### src/rtl/alu_issue_ctrl.sv
// alu_issue_ctrl: issues one R-type instruction to the combinational vector ALU,
// holds its operands stable for a per-function number of cycles, then captures
// the ALU result into a valid/ready output buffer.
module alu_issue_ctrl #(
    parameter int LAT_SIMPLE = 1,
    parameter int LAT_MUL    = 2,
    parameter int LAT_LONG   = 4
) (
    input  logic        clk,
    input  logic        rst,
    input  logic        in_valid,
    output logic        in_ready,
    input  logic [0:63] in_rA,
    input  logic [0:63] in_rB,
    input  logic [0:5]  in_R_ins,
    input  logic [0:5]  in_Op_code,
    input  logic [0:1]  in_WW,
    output logic [0:63] alu_rA,
    output logic [0:63] alu_rB,
    output logic [0:5]  alu_R_ins,
    output logic [0:5]  alu_Op_code,
    output logic [0:1]  alu_WW,
    input  logic [0:63] alu_out,
    output logic        out_valid,
    input  logic        out_ready,
    output logic [0:63] out_data,
    output logic        out_err,
    output logic        busy
);

    localparam logic [0:5] OP_RTYPE = 6'b101010;

    typedef enum logic [1:0] {
        IDLE,
        EXEC,
        DONE
    } state_t;

    state_t     state;
    state_t     state_nxt;
    logic [3:0] cnt;
    logic [3:0] cnt_nxt;
    logic       accept;
    logic       legal;
    logic       capture;

    // Only the R-type major opcode with function codes 1..18 reaches the ALU.
    function automatic logic is_legal(input logic [0:5] op, input logic [0:5] fn);
        return (op == OP_RTYPE) && (fn >= 6'd1) && (fn <= 6'd18);
    endfunction

    // Hold time minus one: the counter is loaded at accept and the capture
    // happens on the edge where it has already reached zero.
    function automatic logic [3:0] hold_minus1(input logic [0:5] fn);
        case (fn)
            6'b001000, 6'b001001, 6'b010000, 6'b010001: return 4'(LAT_MUL - 1);
            6'b001110, 6'b001111, 6'b010010:            return 4'(LAT_LONG - 1);
            default:                                    return 4'(LAT_SIMPLE - 1);
        endcase
    endfunction

    // A finishing result may be handed off and replaced on the same edge.
    assign in_ready  = (state == IDLE) || ((state == DONE) && out_ready);
    assign accept    = in_valid && in_ready;
    assign legal     = is_legal(in_Op_code, in_R_ins);
    assign out_valid = (state == DONE);
    assign busy      = (state != IDLE);

    // Next-state and hold-counter logic.
    always_comb begin
        state_nxt = state;
        cnt_nxt   = cnt;
        capture   = 1'b0;
        case (state)
            IDLE, DONE: begin
                if (accept) begin
                    if (legal) begin
                        state_nxt = EXEC;
                        cnt_nxt   = hold_minus1(in_R_ins);
                    end else begin
                        state_nxt = DONE;
                    end
                end else if ((state == DONE) && out_ready) begin
                    state_nxt = IDLE;
                end
            end
            EXEC: begin
                if (cnt != 4'd0) begin
                    cnt_nxt = cnt - 4'd1;
                end else begin
                    capture   = 1'b1;
                    state_nxt = DONE;
                end
            end
            default: begin
                state_nxt = IDLE;
            end
        endcase
    end

    // State and hold counter registers.
    always_ff @(posedge clk or negedge rst) begin
        if (!rst) begin
            state <= IDLE;
            cnt   <= 4'd0;
        end else begin
            state <= state_nxt;
            cnt   <= cnt_nxt;
        end
    end

    // ALU operand registers: loaded only by a legal accept, held otherwise.
    always_ff @(posedge clk or negedge rst) begin
        if (!rst) begin
            alu_rA      <= '0;
            alu_rB      <= '0;
            alu_R_ins   <= '0;
            alu_Op_code <= '0;
            alu_WW      <= '0;
        end else if (accept && legal) begin
            alu_rA      <= in_rA;
            alu_rB      <= in_rB;
            alu_R_ins   <= in_R_ins;
            alu_Op_code <= in_Op_code;
            alu_WW      <= in_WW;
        end
    end

    // Output buffer: ALU result at end of hold, or an error marker for illegal input.
    always_ff @(posedge clk or negedge rst) begin
        if (!rst) begin
            out_data <= '0;
            out_err  <= 1'b0;
        end else if (capture) begin
            out_data <= alu_out;
            out_err  <= 1'b0;
        end else if (accept && !legal) begin
            out_data <= '0;
            out_err  <= 1'b1;
        end
    end

endmodule
### config.mk
export PLATFORM = sky130hd
export DESIGN_NAME = alu_issue_ctrl
export DESIGN_NICKNAME = d
export VERILOG_FILES = /design/src/rtl/alu_issue_ctrl.sv
export SDC_FILE = /design/constraint.sdc
export NUM_CORES = 1
export LEC_CHECK = 0
export ABC_AREA = 1
export CORE_AREA = 2 2 162 164
export DETAILED_ROUTE_END_ITERATION = 16
export DIE_AREA = 0 0 164 166
export GPL_TIMING_DRIVEN = 0
export PLACE_DENSITY = 0.71
export SLEW_MARGIN = 25
export SYNTH_ARGS = -nofsm -noshare
export SYNTH_HDL_FRONTEND = slang
export SYNTH_SLANG_ARGS = --single-unit
### constraint.sdc
create_clock -name clk -period 1.5 [get_ports clk]
set_input_delay 0.3 -clock clk [delete_from_list [all_inputs] [get_ports clk]]
set_output_delay 0.3 -clock clk [all_outputs]
set_load 0.02 [all_outputs]
==> results.sh, run 1 <==
export IMPL_clock_latency_ns=0.52
export IMPL_swShare_pct=24.41
export IMPL_clkTransAtPathRegs_ns=0.05
export IMPL_totalNegativeSetupSlack_ns=-11.40
export IMPL_setup_ws_ns=-0.1275
export IMPL_cts_tree="yes"
export IMPL_avgSynthCellArea_um2=9.225
export IMPL_synth_area_um2=8727
export IMPL_leakagePower_nw=8.107
export IMPL_yosys_cell_count_top_type="nand2_1"
export IMPL_dieWidth_um=164
export IMPL_synth_edf_count=0
export IMPL_gp_congestion=0.8121
export IMPL_ios=420
export IMPL_htreeDepth=1
export IMPL_fmax_mhz=614.4
export IMPL_required_ns=1.20
export IMPL_synth_cells=946
export IMPL_synthTopCellsByCount="nand2_1, dfrtp_1, inv_1"
export IMPL_area_delta_synth_final_pct=85.09
export IMPL_final_area_um2=16150
export IMPL_yosysTopAreaCell="dfrtp_1"
export IMPL_maxCapViolCount=0
export IMPL_drive_gt1_share_pct=43.74
export IMPL_finalCoreUtilization_pct=63.06
export IMPL_num_nets_final=1654
export IMPL_cellPowerDensity_nw_per_um2=852.4
export IMPL_reg2reg_from="state[0]"
export IMPL_setup_viol=203
export IMPL_post_dp_hpwl_um=21040
export IMPL_via_per_inst=4.634
export IMPL_crit_top_cell="inv_2"
export IMPL_ir_drop_v=0.0007082
export IMPL_firstDrtPassIters=4
export IMPL_p_sw_w=0.003361
export IMPL_drcViolationCount=0
export IMPL_vias=8291
export IMPL_core_area_um2=25620
export IMPL_p_int_w=0.01041
export IMPL_crit_chain="inv_2, o21ai_4, inv_2, buf_6"
export IMPL_yosysTopAreaCellShare_pct=61.08
export IMPL_rsz0062_at_grt="true"
export IMPL_die_area_um2=27220
export IMPL_seqPwrFrac_pct=44.2
export IMPL_min_delay_start="in_R_ins[2]"
export IMPL_diodes=0
export IMPL_grt_pass1_vias=7849
export IMPL_initial_core_util_pct=34.07
export IMPL_max_slew_margin_rel_pct=65.00
export IMPL_synth_warnings=0
export IMPL_synth_ff_type="dfrtp_1"
export IMPL_maxSlewViolCount=0
export IMPL_async_flop_share_pct=100.0
export IMPL_path_class="reg -> out"
export IMPL_violations="negative setup slack"
export IMPL_synthDistinctLibCells=24
export IMPL_ys_seq_area_share_pct=61.08
export IMPL_finalHoldViolations=0
export IMPL_synthTopCellsByArea="dfrtp_1, nand2_1, inv_1"
export IMPL_grt_ovfl_total=0
export IMPL_cts_root_buf="clkbuf_16"
export IMPL_row_count=59
export IMPL_cts_made_buffers=25
export IMPL_n_fill_cell=2042
export IMPL_fin_crit_ns=1.628
export IMPL_grt_pass1_wl_um=43670
export IMPL_synth_fp_nets=1158
export IMPL_portBuffers=419
export IMPL_antenna_found_initial=1
export IMPL_wl_um=32190
export IMPL_hp_class="in -> reg"
export IMPL_p_comb_share_pct=13.3
export IMPL_pwr_share_clk_pct=42.5
export IMPL_crit_slowest_cell="dfrtp_1"
export IMPL_ant_nets=0
export IMPL_critPathMaxStageDelay_ns=0.37
export IMPL_period_share_pct=108.5
export IMPL_worstPathArrival_ns=1.33
export IMPL_tightestPinTransition_ns=0.5250
export IMPL_initialDrtViolationCount=339
export IMPL_die_y_um=166
export IMPL_cp_start_kind="flop"
export IMPL_p_total_w=0.01377
export IMPL_cts_path_max_buffers=3
export IMPL_track_usage_pct=20.51
export IMPL_critPathLaunch="state[1]"
export IMPL_place_area_um2=13400
export IMPL_wire_per_inst_um=18.00
export IMPL_cp_max_fo=3
export IMPL_end_kind="output port"
export IMPL_synth_seq_cells=213
export IMPL_grt_max_degree=90
export IMPL_status="complete, but fails checks"
export IMPL_cts_sinks=213
export IMPL_finClkSkew_ns=0.008108
-- metrics by stage --
step / worst slack [ns] / cells / hold WS, ns
finish: -0.1275 / 1789 / 0.1291
global route: -0.1943 / 1789 / 0.1282
global placement: -9.152 / 1700 / 0.4463
CTS: -0.1399 / 1746 / 0.2525
detailed placement: -0.7698 / 1702 / 0.2905
floorplan: 0.05619 / 946 / 0.004409
-- flip-flops by register name, indices dropped and copies added (netlist names) --
signal and cells:
out_data 64, alu_rA 64, cnt 4, out_err 1
alu_Op_code 6, state 2, alu_R_ins 6, alu_rB 64
alu_WW 2
-- final cells by class --
cell class / count / area (µm²) / area share, %
inverters: 155 / 584.3 / 3.617
well taps: 335 / 419.2 / 2.595
flip-flops and latches: 213 / 5330 / 33.00
plain buffers: 51 / 691.9 / 4.284
multi-input cells: 526 / 3571 / 22.11
clock inverters: 5 / 75.07 / 0.4648
clock buffers: 34 / 689.4 / 4.268
repair buffers: 470 / 4792 / 29.67
-- path summary, 6_finish.rpt --
check,to,slack (ns),depth (start not counted)
hold reg to reg,alu_Op_code[2],0.47,2
max in group asynchronous,alu_rA[13],0.32,3
setup reg to reg,out_data[34],-0.11,10
setup / recovery,in_ready,-0.13,4
min in group asynchronous,alu_rA[61],0.33,2
hold / removal,alu_R_ins[2],0.13,3
-- power by group through the flow --
stage	clock network [W]	logic, W	registers [W]
3_3_place_gp	0	0.00167	0.00614
6_report	0.00585	0.00183	0.00609
5_1_grt	0.00627	0.00197	0.00611
2_1_floorplan	0	0.000322	0.00635
4_1_cts	0.00599	0.00167	0.00604
3_5_place_dp	0	0.00170	0.00614
-- cell families after synthesis --
logic type	Yosys count	share of synthesized area, %
AO/OA/AOI/OAI	139	8.401
XOR/XNOR	2	0.2008
adder cells (fa/ha/maj)	2	0.2867
buffers and inverters	207	10.62
flip-flops	213	61.08
AND/OR/NAND/NOR	383	19.41
-- per-layer routing --
metal,wire length [µm],part of all wire [%],up-vias,global-route usage [%]
met5,12,0.037,-,0
met4,852,2.6,2,6.331
met3,2393,7.4,55,5.519
met2,16430,51,305,35.51
met1,12500,39,4028,24.79
li1,-,-,3901,-
-- worst max-delay path, delay by kind of cell (launching register included) --
family                 cells  cell delay, ns
flip-flops                 1            0.37
buffers and inverters      3            0.25
AO/OA/AOI/OAI              1            0.20
-- timing repair --
| action | in CTS | in global routing |
|---|---|---|
| pin swaps | 4 | 36 |
| gates resized for setup | 703 | 494 |
| setup endpoints to repair | 423 | 290 |
| hold buffers | 1 | 0 |
| buffers inserted | 3 | 17 |
| hold endpoints to repair | 63 | 0 |
| cloned | 1 | 27 |
-- cell usage in the layout, fill, tap and decap left out, drive strengths merged --
| cell | Yosys | layout |
|---|---|---|
| a21oi | 2 | 2 |
| buf | 40 | 143 |
| bufinv | 0 | 2 |
| clkbuf | 12 | 92 |
| clkdlybuf4s15 | 0 | 111 |
| clkdlybuf4s50 | 0 | 204 |
| clkinv | 0 | 3 |
| dfrtp | 213 | 213 |
| dlygate4sd2 | 0 | 1 |
| dlygate4sd3 | 0 | 1 |
| dlymetal6s2s | 0 | 3 |
| ha | 2 | 2 |
| inv | 155 | 155 |
| nand2 | 291 | 291 |
| nand3 | 74 | 74 |
| nand3b | 1 | 1 |
| nand4 | 2 | 2 |
| nor2 | 15 | 15 |
| o21ai | 137 | 137 |
| xnor2 | 2 | 2 |
(Power assumes the default switching activity.)
==> run 2, diff against run 1 <==
--- a/config.mk
+++ b/config.mk
@@ -15,3 +15,4 @@
 export SYNTH_ARGS = -nofsm -noshare
 export SYNTH_HDL_FRONTEND = slang
 export SYNTH_SLANG_ARGS = --single-unit
+export TNS_END_PERCENT = 5
==> results.sh, run 2 (synthesis gave the netlist of run 1 again) <==
export IMPL_hold_depth=3
export IMPL_r2r_cells=9
export IMPL_final_area_um2=14050
export IMPL_vias=7760
export IMPL_cp_max_fo=3
export IMPL_tightestPinTransition_ns=0.5231
export IMPL_period_share_pct=110.3
export IMPL_cts_root_buf="clkbuf_16"
export IMPL_grt_pass1_wl_um=43390
export IMPL_place_area_um2=13400
export IMPL_grt_max_degree=90
export IMPL_largestRegisters="alu_rA x64, alu_rB x64, out_data x64"
export IMPL_rsz0062_at_grt="true"
export IMPL_place_ws_ns=-0.7698
export IMPL_multi_input_area_um2=2504
export IMPL_critPathTopFamily="flip-flops"
export IMPL_antenna_found_initial=1
export IMPL_hp_class="in -> reg"
export IMPL_leakagePower_nw=7.233
export IMPL_area_delta_synth_final_pct=60.99
export IMPL_cts_sinks=213
export IMPL_drive_gt1_share_pct=27.54
export IMPL_final_common_cell="nand2_1"
export IMPL_cts_made_buffers=25
export IMPL_n_fill_cell=2325
export IMPL_critPathMaxStageDelay_ns=0.41
export IMPL_crit_slowest_cell="dfrtp_1"
export IMPL_final_cell_mix="nand2_1, dfrtp_1, clkdlybuf4s50_1"
export IMPL_row_count=59
export IMPL_num_nets_final=1609
export IMPL_required_ns=1.20
export IMPL_clkTransAtPathRegs_ns=0.06
export IMPL_fin_crit_ns=1.655
export IMPL_clock_latency_ns=0.51
export IMPL_maxCapViolCount=0
export IMPL_crit_chain="inv_2, o21ai_4, inv_2, buf_6"
export IMPL_core_area_um2=25620
export IMPL_hold_worst_slack_ns=0.3233
export IMPL_firstDrtPassIters=4
export IMPL_ir_drop_v=0.0006509
export IMPL_initial_core_util_pct=34.07
export IMPL_diodes=0
export IMPL_cts_tree="yes"
export IMPL_wl_um=28200
export IMPL_finClkSkew_ns=0.007010
export IMPL_portBuffers=419
export IMPL_end_kind="output port"
export IMPL_wire_per_inst_um=16.17
export IMPL_critPathBufInv=3
export IMPL_initialDrtViolationCount=346
export IMPL_grt_pass1_vias=7820
export IMPL_die_y_um=166
export IMPL_regArea_um2=5330
export IMPL_gp_congestion=0.8121
export IMPL_max_slew_margin_rel_pct=65.13
export IMPL_die_area_um2=27220
export IMPL_cts_path_max_buffers=3
export IMPL_fmax_mhz=604.3
export IMPL_via_per_inst=4.450
export IMPL_post_dp_hpwl_um=21040
export IMPL_setup_ws_ns=-0.1549
export IMPL_track_usage_pct=20.36
export IMPL_status="complete, but fails checks"
export IMPL_ant_nets=0
export IMPL_ios=420
export IMPL_totalNegativeSetupSlack_ns=-7.965
export IMPL_maxSlewViolCount=0
export IMPL_crit_top_cell="inv_2"
export IMPL_dieWidth_um=164
export IMPL_crit_cells=4
export IMPL_setup_viol=174
export IMPL_htreeDepth=1
export IMPL_path_class="reg -> out"
export IMPL_cp_start_kind="flop"
export IMPL_cellPowerDensity_nw_per_um2=958.2
export IMPL_worstPathArrival_ns=1.35
export IMPL_violations="negative setup slack"
export IMPL_drcViolationCount=0
export IMPL_grt_ovfl_total=0
export IMPL_finalHoldViolations=0
[run 2: changes by cell type in the layout (fill, tap and decap cells not counted), sizes merged]
cell	change
dlygate4sd2	-1
buf	-33
dlymetal6s2s	-3
clkdlybuf4s50	+4
clkbuf	-21
clkdlybuf4s15	+9
[run 2: worst paths after layout]
check                               start              to  slack [ns]
setup / recovery                 state[1]        in_ready       -0.15
hold / removal                alu_out[26]    out_data[26]        0.32
setup reg to reg                 state[0]       alu_rA[3]       -0.12
min in group asynchronous             rst      alu_rA[61]        0.34
hold reg to reg            alu_Op_code[2]  alu_Op_code[2]        0.46
max in group asynchronous             rst      alu_rA[12]        0.31
[run 2: timing repair]
action / 4_1_cts / 5_1_grt
hold buffers: 1 / 0
buffers inserted: 1 / 1
hold endpoints to repair: 63 / 0
setup endpoints to repair: 423 / 294
resized for setup: 681 / 88
pin swaps: 3 / 2
[run 2: layer usage]
| metal | vias up | global-route usage (%) | part of all wire, % |
|---|---|---|---|
| met5 | - | 0 | 0.043 |
| met4 | 2 | 6.522 | 3.0 |
| met3 | 52 | 5.519 | 8.0 |
| met2 | 284 | 35.28 | 49 |
| met1 | 3624 | 24.45 | 40 |
| li1 | 3798 | - | - |
[run 2: layout make-up]
type / instances / area share, %
well taps: 335 / 2.983
multi-input cells: 526 / 17.82
inverters: 155 / 4.141
repair buffers: 424 / 28.42
clock buffers: 34 / 4.907
plain buffers: 52 / 3.259
flip-flops and latches: 213 / 37.94
clock inverters: 5 / 0.5343
[run 2: tightest hold or removal path: stages]
cell	delay (ns)
clkdlybuf4s50_1	0.39
nand2_1	0.06
nand2_1	0.04
[run 2: report_power, final]
group / switching, W / internal [W] / total, W
registers: 0.000116 / 0.00593 / 0.00605
clock network: 0.00229 / 0.00351 / 0.00580
logic: 0.000757 / 0.000855 / 0.00161
[run 2: per-stage QoR]
step,std cells,power (W),utilization [%]
after detailed placement,1702,0.007842,52.31
after CTS,1743,0.01370,56.32
after global placement,1700,0.007812,52.08
final,1744,0.01346,54.85
after floorplan,946,0.006674,-
after global routing,1744,0.01407,54.85
==> run 3, diff against run 2 <==
--- a/config.mk
+++ b/config.mk
@@ -6,12 +6,12 @@
 export NUM_CORES = 1
 export LEC_CHECK = 0
 export ABC_AREA = 1
-export CORE_AREA = 2 2 162 164
+export CORE_AREA = 2 2 163 165
 export DETAILED_ROUTE_END_ITERATION = 16
-export DIE_AREA = 0 0 164 166
+export DIE_AREA = 0 0 165 167
 export GPL_TIMING_DRIVEN = 0
-export PLACE_DENSITY = 0.71
-export SLEW_MARGIN = 25
+export PLACE_DENSITY = 0.68
+export SLEW_MARGIN = 20
 export SYNTH_ARGS = -nofsm -noshare
 export SYNTH_HDL_FRONTEND = slang
 export SYNTH_SLANG_ARGS = --single-unit
==> constraint.sdc (replaced) <==
create_clock -name clk -period 1.9 [get_ports clk]
set_input_delay 0.38 -clock clk [delete_from_list [all_inputs] [get_ports clk]]
set_output_delay 0.38 -clock clk [all_outputs]
set_load 0.02 [all_outputs]
==> results.sh, run 3 (synthesis gave the netlist of run 1 again) <==
export IMPL_status="complete, no violations"
export IMPL_final_common_cell="clkdlybuf4s50_1"
export IMPL_cts_sinks=213
export IMPL_required_ns=1.52
export IMPL_crit_chain="clkdlybuf4s50_1"
export IMPL_diodes=0
export IMPL_n_fill_cell=2291
export IMPL_vias=7755
export IMPL_place_ws_ns=-0.5498
export IMPL_cts_made_buffers=25
export IMPL_crit_slowest_cell="clkdlybuf4s50_1"
export IMPL_p_int_w=0.008159
export IMPL_htreeDepth=1
export IMPL_cts_path_max_buffers=3
export IMPL_post_dp_hpwl_um=20840
export IMPL_critPathMaxStageDelay_ns=0.63
export IMPL_clock_latency_ns=0.51
export IMPL_row_count=59
export IMPL_drive_gt1_share_pct=11.73
export IMPL_hold_worst_slack_ns=0.3726
export IMPL_die_area_um2=27560
export IMPL_finClkSkew_ns=0.01186
export IMPL_grt_ovfl_total=0
export IMPL_dp_cells=1702
export IMPL_num_nets_final=1607
export IMPL_dieWidth_um=165
export IMPL_ios=420
export IMPL_core_area_um2=25760
export IMPL_grt_max_degree=92
export IMPL_cp_max_fo=2
export IMPL_die_y_um=167
export IMPL_grt_pass1_wl_um=42240
export IMPL_maxCapViolCount=0
export IMPL_end_kind="output port"
export IMPL_rsz0062_at_grt="true"
export IMPL_swShare_pct=23.56
export IMPL_final_cell_mix="clkdlybuf4s50_1, nand2_1, dfrtp_1"
export IMPL_pwr_share_clk_pct=43.3
export IMPL_period_share_pct=98.12
export IMPL_gp_congestion=0.8348
export IMPL_p_sw_w=0.002515
export IMPL_cts_tree="yes"
export IMPL_wl_um=27750
export IMPL_seqPwrFrac_pct=44.7
export IMPL_tightestPinTransition_ns=0.4944
export IMPL_cts_root_buf="clkbuf_16"
export IMPL_drcViolationCount=0
export IMPL_ir_drop_v=0.0005383
export IMPL_fmax_mhz=536.4
export IMPL_hp_class="in -> async"
export IMPL_initial_core_util_pct=33.87
export IMPL_cp_start_kind="flop"
export IMPL_ant_nets=0
export IMPL_setup_ws_ns=0.03565
export IMPL_path_class="reg -> out"
export IMPL_via_per_inst=4.452
export IMPL_track_usage_pct=19.51
export IMPL_totalNegativeSetupSlack_ns=0
export IMPL_grt_pass1_vias=7717
export IMPL_postCtsSetupRepairBufs=0
export IMPL_clkTransAtPathRegs_ns=0.06
export IMPL_portBuffers=419
export IMPL_area_delta_synth_final_pct=64.86
export IMPL_critPathTopFamily="buffers and inverters"
export IMPL_cellPowerDensity_nw_per_um2=741.9
export IMPL_max_slew_margin_rel_pct=67.04
export IMPL_largestRegisters="alu_rA x64, alu_rB x64, out_data x64"
export IMPL_fin_crit_ns=1.864
export IMPL_setup_viol=0
export IMPL_maxSlewViolCount=0
export IMPL_initialDrtViolationCount=394
export IMPL_critPathBufInv=1
export IMPL_p_comb_share_pct=12.1
export IMPL_antenna_found_initial=1
export IMPL_leakagePower_nw=8.905
export IMPL_wire_per_inst_um=15.93
export IMPL_worstPathArrival_ns=1.48
export IMPL_finalHoldViolations=0
export IMPL_firstDrtPassIters=4
export IMPL_instances_no_fill=1742
==> run 3: cell count changes in the layout (fill, tap and decap cells not counted), sizes merged, moves of 23 or more <==
| cell | previous run | this run |
|---|---|---|
| buf | 110 | 41 |
| clkbuf | 71 | 48 |
| clkdlybuf4s15 | 120 | 0 |
| clkdlybuf4s50 | 208 | 276 |
| dlygate4sd2 | 0 | 42 |
| dlymetal6s2s | 0 | 98 |
==> run 3: timing repair <==
action | in CTS | in global routing
endpoints found under the setup margin | 50 | 249
hold endpoints to repair | 45 | 0
hold buffers | 1 | 0
gates resized for setup | 47 | 112
==> run 3: worst paths after layout <==
check	from	end	cells after the start	slack [ns]
worst max-delay path	out_data[46]	out_data[46]	1	0.04
worst min-delay path	rst	alu_rA[60]	2	0.37
worst max register to register	cnt[0]	out_data[26]	8	0.20
worst min register to register	alu_Op_code[4]	alu_Op_code[4]	2	0.45
max in group asynchronous	rst	alu_rA[12]	3	0.72
min in group clk	alu_out[31]	out_data[31]	3	0.41
==> run 3: area by class of cell <==
| class | instances | area, µm² | area share (%) |
|---|---|---|---|
| clock inverters | 7 | 92.59 | 0.6435 |
| flip-flops and latches | 213 | 5330 | 37.05 |
| multi-input cells | 526 | 2476 | 17.21 |
| repair buffers | 422 | 4447 | 30.91 |
| clock buffers | 32 | 681.9 | 4.740 |
| inverters | 155 | 581.8 | 4.044 |
| plain buffers | 52 | 359.1 | 2.496 |
| well taps | 335 | 419.2 | 2.913 |
==> run 3: power groups by stage <==
stage / clock network [W] / registers [W] / logic [W]
final: 0.00462 / 0.00477 / 0.00129
after global routing: 0.00495 / 0.00478 / 0.00141
after floorplan: 0 / 0.00501 / 0.000255
after global placement: 0 / 0.00485 / 0.00132
after detailed placement: 0 / 0.00485 / 0.00134
after CTS: 0.00474 / 0.00477 / 0.00132
==> run 3: metrics by stage <==
step           total power [W]  utilization, %  area [µm²]
2_1_floorplan         0.005269               -        8727
3_3_place_gp          0.006169           51.78       13340
3_5_place_dp          0.006192           52.01       13400
4_1_cts                0.01083           54.87       14140
5_1_grt                0.01113           55.84       14390
6_report               0.01067           55.84       14390
==> run 3: layer usage <==
layer | up-vias | global-route usage [%] | part of all wire (%)
li1 | 3799 | - | -
met3 | 43 | 5.380 | 8.0
met5 | - | 0 | 0
met1 | 3644 | 24.00 | 40
met4 | 0 | 5.898 | 2.6
met2 | 269 | 33.21 | 49
